[config.mk]
export PLATFORM = sky130hd
export DESIGN_NAME = pong_game_ctrl
export DESIGN_NICKNAME = d
export VERILOG_FILES = /design/src/rtl/pong_pkg.sv /design/src/rtl/pong_score_bcd.sv /design/src/rtl/pong_game_ctrl.sv
export SDC_FILE = /design/constraint.sdc
export NUM_CORES = 1
export LEC_CHECK = 0
export CAP_MARGIN = 20
export CORE_MARGIN = 1
export CORE_UTILIZATION = 40
export DETAILED_ROUTE_END_ITERATION = 10
export GPL_ROUTABILITY_DRIVEN = 0
export PLACE_DENSITY_LB_ADDON = 0.25
export SYNTH_ARGS = -nofsm -noshare
export SYNTH_HDL_FRONTEND = slang
export SYNTH_SLANG_ARGS = --single-unit
export TNS_END_PERCENT = 20
[constraint.sdc]
create_clock -name clk -period 2.36 [get_ports clk]
set_input_delay 0.472 -clock clk [delete_from_list [all_inputs] [get_ports clk]]
set_output_delay 0.472 -clock clk [all_outputs]
set_load 0.005 [all_outputs]
[src/rtl/pong_pkg.sv]
// Shared Pong definitions: FSM state encodings, BCD score width, hold timing
// defaults and the score payload. Used by the controller, graphics and text stages.
package pong_pkg;

    localparam int unsigned BCD_W          = 8;
    localparam int unsigned STATE_W        = 2;
    localparam int unsigned HOLD_W         = 16;
    localparam int unsigned HOLD_TICKS_DEF = 120;

    localparam logic [BCD_W-1:0] WIN_SCORE_DEF = 8'h05;
    localparam logic [BCD_W-1:0] BCD_MAX       = 8'h99;

    typedef enum logic [STATE_W-1:0] {
        ST_NEWGAME = 2'd0,
        ST_PLAY    = 2'd1,
        ST_NEWBALL = 2'd2,
        ST_OVER    = 2'd3
    } pong_state_e;

    // Two-digit BCD score for each player
    typedef struct packed {
        logic [BCD_W-1:0] left;
        logic [BCD_W-1:0] right;
    } score_pair_t;

endpackage

[src/rtl/pong_score_bcd.sv]
// Two-digit BCD incrementer for one player's score; saturates at 99.
// Ports:
//   score_in    current BCD score
//   inc         request one increment
//   score_inc_c score_in + inc in BCD (combinational)
module pong_score_bcd
    import pong_pkg::*;
(
    input  logic [BCD_W-1:0] score_in,
    input  logic             inc,
    output logic [BCD_W-1:0] score_inc_c
);

    logic [3:0] lo_digit;
    logic [3:0] hi_digit;

    assign lo_digit = score_in[3:0];
    assign hi_digit = score_in[7:4];

    // Low digit wraps 9 -> 0 with carry; 99 holds rather than wrapping to 00
    always_comb begin
        score_inc_c = score_in;
        if (inc) begin
            if (score_in == BCD_MAX) begin
                score_inc_c = score_in;
            end else if (lo_digit >= 4'd9) begin
                score_inc_c = {4'(hi_digit + 4'd1), 4'd0};
            end else begin
                score_inc_c = {hi_digit, 4'(lo_digit + 4'd1)};
            end
        end
    end

endmodule

[src/rtl/pong_game_ctrl.sv]
// Pong game-flow controller: start, rally, point scoring, serve hold and
// game-over hold, with BCD scores per player.
// Ports:
//   clk, reset            clock; asynchronous active-low reset
//   refresh_tick          one-cycle pulse per video frame (hold timebase)
//   missLeft, missRight   ball has passed the left / right edge (level)
//   btn_start             synchronised start button (level)
//   gra_still             freeze and recentre the ball
//   score_left/right      BCD scores
//   game_over, winner     OVER flag; winner 0 = left, 1 = right
//   state_o               current FSM state
module pong_game_ctrl
    import pong_pkg::*;
#(
    parameter logic [BCD_W-1:0] WIN_SCORE  = WIN_SCORE_DEF,
    parameter int unsigned      HOLD_TICKS = HOLD_TICKS_DEF
) (
    input  logic               clk,
    input  logic               reset,
    input  logic               refresh_tick,
    input  logic               missLeft,
    input  logic               missRight,
    input  logic               btn_start,
    output logic               gra_still,
    output logic [BCD_W-1:0]   score_left,
    output logic [BCD_W-1:0]   score_right,
    output logic               game_over,
    output logic               winner,
    output logic [STATE_W-1:0] state_o
);

    pong_state_e        state_q, state_d;
    score_pair_t        score_q, score_d;
    logic [HOLD_W-1:0]  hold_q, hold_d;
    logic               winner_q, winner_d;
    logic               gra_still_q, gra_still_d;
    logic               game_over_q, game_over_d;
    logic               btn_start_q;

    logic               start_edge;
    logic               left_scores;
    logic               right_scores;
    logic [BCD_W-1:0]   left_inc_c;
    logic [BCD_W-1:0]   right_inc_c;

    assign start_edge   = btn_start & ~btn_start_q;
    // A simultaneous miss on both sides is a dead ball: nobody scores
    assign left_scores  = missRight & ~missLeft;
    assign right_scores = missLeft & ~missRight;

    pong_score_bcd u_inc_left (
        .score_in    (score_q.left),
        .inc         (1'b1),
        .score_inc_c (left_inc_c)
    );

    pong_score_bcd u_inc_right (
        .score_in    (score_q.right),
        .inc         (1'b1),
        .score_inc_c (right_inc_c)
    );

    // State and registered outputs
    always_ff @(posedge clk or negedge reset) begin
        if (!reset) begin
            state_q     <= ST_NEWGAME;
            score_q     <= '0;
            hold_q      <= '0;
            winner_q    <= 1'b0;
            gra_still_q <= 1'b1;
            game_over_q <= 1'b0;
            btn_start_q <= 1'b0;
        end else begin
            state_q     <= state_d;
            score_q     <= score_d;
            hold_q      <= hold_d;
            winner_q    <= winner_d;
            gra_still_q <= gra_still_d;
            game_over_q <= game_over_d;
            btn_start_q <= btn_start;
        end
    end

    // Next state, scoring and hold counter
    always_comb begin
        state_d  = state_q;
        score_d  = score_q;
        winner_d = winner_q;
        hold_d   = hold_q;

        if (refresh_tick && (hold_q != '0)) begin
            hold_d = hold_q - HOLD_W'(1);
        end

        case (state_q)
            ST_NEWGAME: begin
                score_d  = '0;
                winner_d = 1'b0;
                if (start_edge) begin
                    state_d = ST_PLAY;
                end
            end

            // Leaving PLAY on the first miss cycle gives one point per miss event
            ST_PLAY: begin
                if (missLeft || missRight) begin
                    state_d = ST_NEWBALL;
                    hold_d  = HOLD_W'(HOLD_TICKS);
                    if (left_scores) begin
                        score_d.left = left_inc_c;
                        if (left_inc_c == WIN_SCORE) begin
                            state_d  = ST_OVER;
                            winner_d = 1'b0;
                        end
                    end else if (right_scores) begin
                        score_d.right = right_inc_c;
                        if (right_inc_c == WIN_SCORE) begin
                            state_d  = ST_OVER;
                            winner_d = 1'b1;
                        end
                    end
                end
            end

            ST_NEWBALL: begin
                if (hold_q == '0) begin
                    state_d = ST_PLAY;
                end
            end

            ST_OVER: begin
                if (start_edge && (hold_q == '0)) begin
                    state_d  = ST_NEWGAME;
                    score_d  = '0;
                    winner_d = 1'b0;
                end
            end

            default: begin
                state_d = ST_NEWGAME;
            end
        endcase

        gra_still_d = (state_d != ST_PLAY);
        game_over_d = (state_d == ST_OVER);
    end

    assign gra_still   = gra_still_q;
    assign game_over   = game_over_q;
    assign winner      = winner_q;
    assign score_left  = score_q.left;
    assign score_right = score_q.right;
    assign state_o     = state_q;

endmodule

# Word level (Yosys, flattened, before mapping)
# Index checks and enable logic that the tools add are counted.
# word_totals
wordCells	77
reg_bits	38
# op_classes
order_cmp	2
add_sub_neg	5
eq_ne	17
n_reduce_logical	10
n_mux	29
n_bitwise	6
# op_table
operator	count
16-bit 2-to-1 mux	5
8-bit 2-to-1 mux	7
16-bit case mux with 3 select lines	1
4-bit by 1-bit adder with 4-bit output, second input constant	4
8-bit by 3-bit == test with 1-bit output, second input constant	2
8-bit == test, second input constant	2
16-bit zero test	1
16-bit nonzero test	1
16-bit by 1-bit subtractor with 16-bit output, second input constant	1
1-bit 2-to-1 mux	10
2-bit inequality test, second input constant	5
3-bit inequality test, second input constant	3
4-bit greater-or-equal comparator, second input constant	2
2-bit 2-to-1 mux	4
2-bit case mux with 4 select lines	1
2-bit == test, second input constant	3
6-bit AND reduction	1
5-bit AND reduction	1
4-bit AND reduction	1
1-bit AND	3
1-bit inverter	3
1-bit case mux with 3 select lines	1
3-bit nonzero test	1
2-bit by 1-bit == test with 1-bit output, second input constant	1
other kinds (4)	5

# Depth between registers and ports, before layout
# Gate-level depths: netlist of the first run.
# depth
ltp_word	10
depth_mapped	10
mapped_depth_nobuf	8

# Cells and area by module
# A second synthesis of the first run with hierarchy kept.
# hier_totals
hier_cells	247
hier_area_um2	2418.6
# by_module_without_submodules
module	area_per_inst_um2	seq_area_each_um2	n_inst	cells_each
pong_game_ctrl	1850.5	952.2	1	175
pong_score_bcd	284.0	0.0	2	36

# Worst setup path before layout of the first run
# Ideal clock, no wire load.
# synth_path
kind	reg2reg
from	register hold_q[7]
to	register score_q (netlist bit score_left[0])
synth_period_minus_slack_ns	2.403
setup_slack_ns	-0.043
required_ns	2.235
setup_time_ns	0.125
arrival_time_ns	2.278
path_stages_with_launch	9
path_cell_list	dfrtp_1 or4_1 buf_2 or4_4 buf_6 nor2_8 nor2_2 a31o_1 mux2_4
# synth_via
elab_chain_len	4
# synth_rtl
element	line_no	rtl
start: declaration	pong_game_ctrl.sv:34	logic [HOLD_W-1:0] hold_q, hold_d;
start signal: assignment	pong_game_ctrl.sv:76	hold_q <= hold_d;
16-bit zero test	pong_game_ctrl.sv:132	if (start_edge && (hold_q == '0)) begin
1-bit logical AND	pong_game_ctrl.sv:132	
2-bit inequality test (no line)	--	
4-bit AND reduction (no line)	--	
end signal: assignment	pong_game_ctrl.sv:75	score_q <= score_d;
end: declaration	pong_game_ctrl.sv:33	score_pair_t score_q, score_d;
# No other way between the ends.
# A chain may end at the register's enable or synchronous reset.

# Worst setup path in the final report of the first run
# layout_path
from	register hold_q[1]
to	register score_q (netlist bit score_left[0])
# Same word-level chain as after synthesis.

==> impl_metrics.py, run 1 <==
metrics = {
    "status": {
        "status": "finished, violations left",
        "failed_checks": "negative setup slack",
    },
    "sta": {
        "clock.fmax_ghz": 0.4142,
        "finalClockSkew_ns": 0.008160,
        "finalCritPeriodShare_pct": 102.3,
        "finalHoldViolCount": 0,
        "grt_setup_unrepaired": "true",
        "worst_slack_ns": -0.05417,
        "finalSetupTns_ns": -0.08152,
        "total_setup_violations_reported_at_the_end_of_the_flow": 2,
        "worst_hold_slack_ns": 0.2896,
        "tightest_slew_ns": 0.8482,
        "timing.slew.headroom_pct": 43.45,
        "finalWorstPathRequiredPeriod_ns": 2.414,
        "slew_violations": 0,
    },
    "job": {
        "maxCapViolCount": 0,
    },
    "cts": {
        "htree_levels": 2,
        "cts.root.buffer_cell": "sky130_fd_sc_hd__clkbuf_8",
        "clk_pin_slew_worst_paths_ns": 0.08,
        "clock-sinks": 38,
        "numCtsBuffers": 5,
        "clkLatencyLatePin_ns": 0.29,
        "tritoncts": "done",
        "clock_tree.buffer_depth": 2,
        "holdBufCountCts": 0,
    },
    "power_and_ir_drop": {
        "power.total_w": 0.002377,
        "worst_ir_drop_vdd_v": 0.0003863,
        "power-per-cell-area_mw_per_mm2": 780.2,
        "total_leakage_power_nw": 1.314,
    },
    "critical_path": {
        "start_kind": "flip-flop",
        "critical_path_class": "reg -> reg",
        "slowest_delay_ns": 0.64,
        "timing.critical_path.arrival_ns": 2.59,
        "slowest_stage": "sky130_fd_sc_hd__or4_4",
        "cp-startpoint": "hold_q[1]",
        "critical-path-top-delay-family": "simple AND/OR/NAND/NOR gates",
        "r2r_setup_slack_ns": -0.05,
        "critPathRequiredTime_ns": 2.54,
        "critical_path.reg2reg.startpoint": "hold_q[1]",
        "timing.critical_path.to_type": "flip-flop",
        "crit_buf_inv": 1,
        "critical_path.max_fanout": 7,
        "worstSetupPathDepth": 8,
        "rr_endpoint": "score_left[0]",
        "crit_chain": "inv_2, ha_4, or3b_4, or4_4, nor2_8, nor2_4, a31o_1, mux2_4",
        "r2r_cell_count": 8,
        "crit_path_end": "score_left[0]",
    },
    "finish": {
        "syn_to_final_growth_pct": 28.50,
        "drive_above_1_share_pct": 19.68,
        "final_net_count": 330,
        "num_antenna_cells": 0,
        "layout_common_cells": "sky130_fd_sc_hd__dfrtp_1, sky130_fd_sc_hd__buf_4, sky130_fd_sc_hd__nor2_1, sky130_fd_sc_hd__clkdlybuf4s50_1, sky130_fd_sc_hd__o21ai_0",
        "postLayoutCoreUtil_pct": 54.33,
        "nFillCells": 528,
        "layout.cells.most_common": "sky130_fd_sc_hd__dfrtp_1",
    },
    "drt": {
        "drt-vias-per-instance": 5.408,
        "detail_route.drc_violations": 0,
        "detail_route.wl_per_cell_um": 14.00,
        "drt_first_iter_violations": 123,
        "drt_pass1_iterations": 4,
        "num_vias": 2066,
        "ant_nets": 0,
        "detail_route.wirelength_um": 5349,
    },
    "yosys": {
        "netlist.area_leader.share_pct": 39.05,
        "synth_warnings": 0,
        "main_synth_ff_type": "sky130_fd_sc_hd__dfrtp_1",
        "number_of_synthesized_flops_with_an_enable_pin": 0,
        "netlist_instances": 256,
        "synth.lib_cells_used.distinct": 52,
        "mappedNetlistArea_mm2": 0.002371,
        "synth_area_per_cell_um2": 9.262,
        "synth_top_cells_by_area": "sky130_fd_sc_hd__dfrtp_1, sky130_fd_sc_hd__ha_1, sky130_fd_sc_hd__nor2_1, sky130_fd_sc_hd__o21ai_0, sky130_fd_sc_hd__xnor2_1",
        "mappedNetlistNets": 277,
        "yosysSeqAreaShare_pct": 40.16,
        "netlist.top_cell.by_area": "sky130_fd_sc_hd__dfrtp_1",
        "synth_seq_cells": 38,
        "synthArstFlopShare_pct": 100.0,
    },
    "global_route": {
        "grtUsageMet1_pct": 25.94,
        "global_route.usage.met2_pct": 30.09,
        "grt_max_degree": 39,
        "antenna_violations_before_repair": 0,
        "grt_most_used_layer": "met2",
        "grt_first_pass_wirelength_um": 9246,
        "global_route.usage.met3_pct": 4.253,
        "groute.usage.overall_pct": 18.81,
        "total_overflow_reported_by_the_global_router": 0,
        "grt_pass1_vias": 1977,
    },
    "placed_design": {
        "numPortBuffers": 26,
        "dp_slack_ns": -0.01275,
        "place.detailed.hpwl_um": 3801,
    },
    "min_path": {
        "min_path_type": "in -> async",
    },
    "die": {
        "area_of_the_core_mm2": 0.005608,
        "start_util_pct": 42.28,
        "vert_die_dim_um": 78.99,
        "floorplan.rows": 27,
        "die-width_um": 78.99,
        "floorplan.die_area_mm2": 0.006239,
        "ios": 27,
    },
}
==> cell type report <==
class	instances	area (um^2)	area share, %
tap	72	90.09	2.957
clock inverter	1	5.005	0.1643
sequential	38	952.2	31.25
clock buffer	7	86.33	2.834
inverter	12	45.04	1.478
multi-input combinational	197	1395	45.79
timing repair buffer	55	473.0	15.52
==> synth_stat cells (all sizes together) (2+ instances only) <==
cell and instances:
a211oi 4, a21oi 8, a22o 2, a31o 2, and2 5, and3 4
buf 3, clkbuf 6, dfrtp 37, ha 15, inv 12, mux2 2
mux2i 3, nand2 11, nand2b 9, nand3 10, nand4 6, nor2 32
nor2b 3, nor3 8, nor3b 2, nor4 4, nor4bb 2, o211ai 2
o21a 2, o21ai 21, o22ai 2, o311ai 2, o31a 2, o41ai 2
or3 6, or3b 2, or4 4, xnor2 8, xor2 4
==> worst min path at each step <==
stage	start	end	slack, ns	cells past startpoint
2_1_floorplan	reset	btn_start_q	0.18	0
3_3_place_gp	winner	winner	0.53	2
3_5_place_dp	winner	winner	0.52	2
4_1_cts	reset	state_o[1]	0.32	1
5_1_grt	reset	state_o[1]	0.37	1
6_report	reset	state_o[1]	0.29	1
==> metrics by stage <==
stage	std cells	cell area, um^2
final	382	3047
after floorplan	256	2387
after global routing	382	3047
after global placement	368	2849
after detailed placement	368	2849
after CTS	376	2945
==> cell families (layout without fill, tap and decap cells) <==
family                   after synthesis  in the layout  synth area share, %
AND/OR/NAND/NOR                      110            110                26.12
AO/OA/AOI/OAI                         55             55                14.99
flip-flops                            38             38                40.16
buffers and inverters                 21             75                4.010
adder cells (fa/ha/maj)               15             15                7.916
XOR/XNOR                              12             12                4.433
multiplexers                           5              5                2.375
==> metal layers <==
metal / vias up / part of all wire (%)
li1: 1028 / -
met1: 993 / 49
met2: 39 / 45
met3: 6 / 4.4
met4: 0 / 0.65
met5: - / 0
==> where the power goes <==
group / internal, W / total (W) / leakage, nW / switching, W
Sequential: 0.000814 / 0.000969 / 0.491 / 0.000155
Combinational: 0.000526 / 0.000947 / 0.775 / 0.000420
Clock: 0.000236 / 0.000461 / 0.0482 / 0.000225
Total: 0.00158 / 0.00238 / 1.31 / 0.000801
==> repair_timing <==
| action | CTS | global route |
|---|---|---|
| endpoints found under the hold margin | 0 | 0 |
| endpoints found under the setup margin | 6 | 28 |
| buffers inserted | 0 | 6 |
| pin swaps | 0 | 8 |
| gates resized for setup | 2 | 19 |
==> flip-flops by register name, summed over array words and instances (netlist names) <==
| name | cells |
|---|---|
| btn_start_q | 1 |
| game_over | 1 |
| gra_still | 1 |
| hold_q | 16 |
| score_left | 8 |
| score_right | 8 |
| state_o | 2 |
| winner | 1 |
Power figures use the tool's default switching activity.
==> run 2: changes to the inputs <==
==> constraint.sdc (replaced) <==
create_clock -name clk -period 2.36 [get_ports clk]
set_input_delay 0.472 -clock clk [delete_from_list [all_inputs] [get_ports clk]]
set_output_delay 0.472 -clock clk [all_outputs]
set_load 0.01 [all_outputs]
==> results of run 2 <==
The final DEF is identical to that of run 1. Status: finished, violations left: negative setup slack.
Main changes from that run: total power 0.002377 W -> 0.002393 W; worst IR drop on VDD 0.0003863 V -> 0.0003885 V
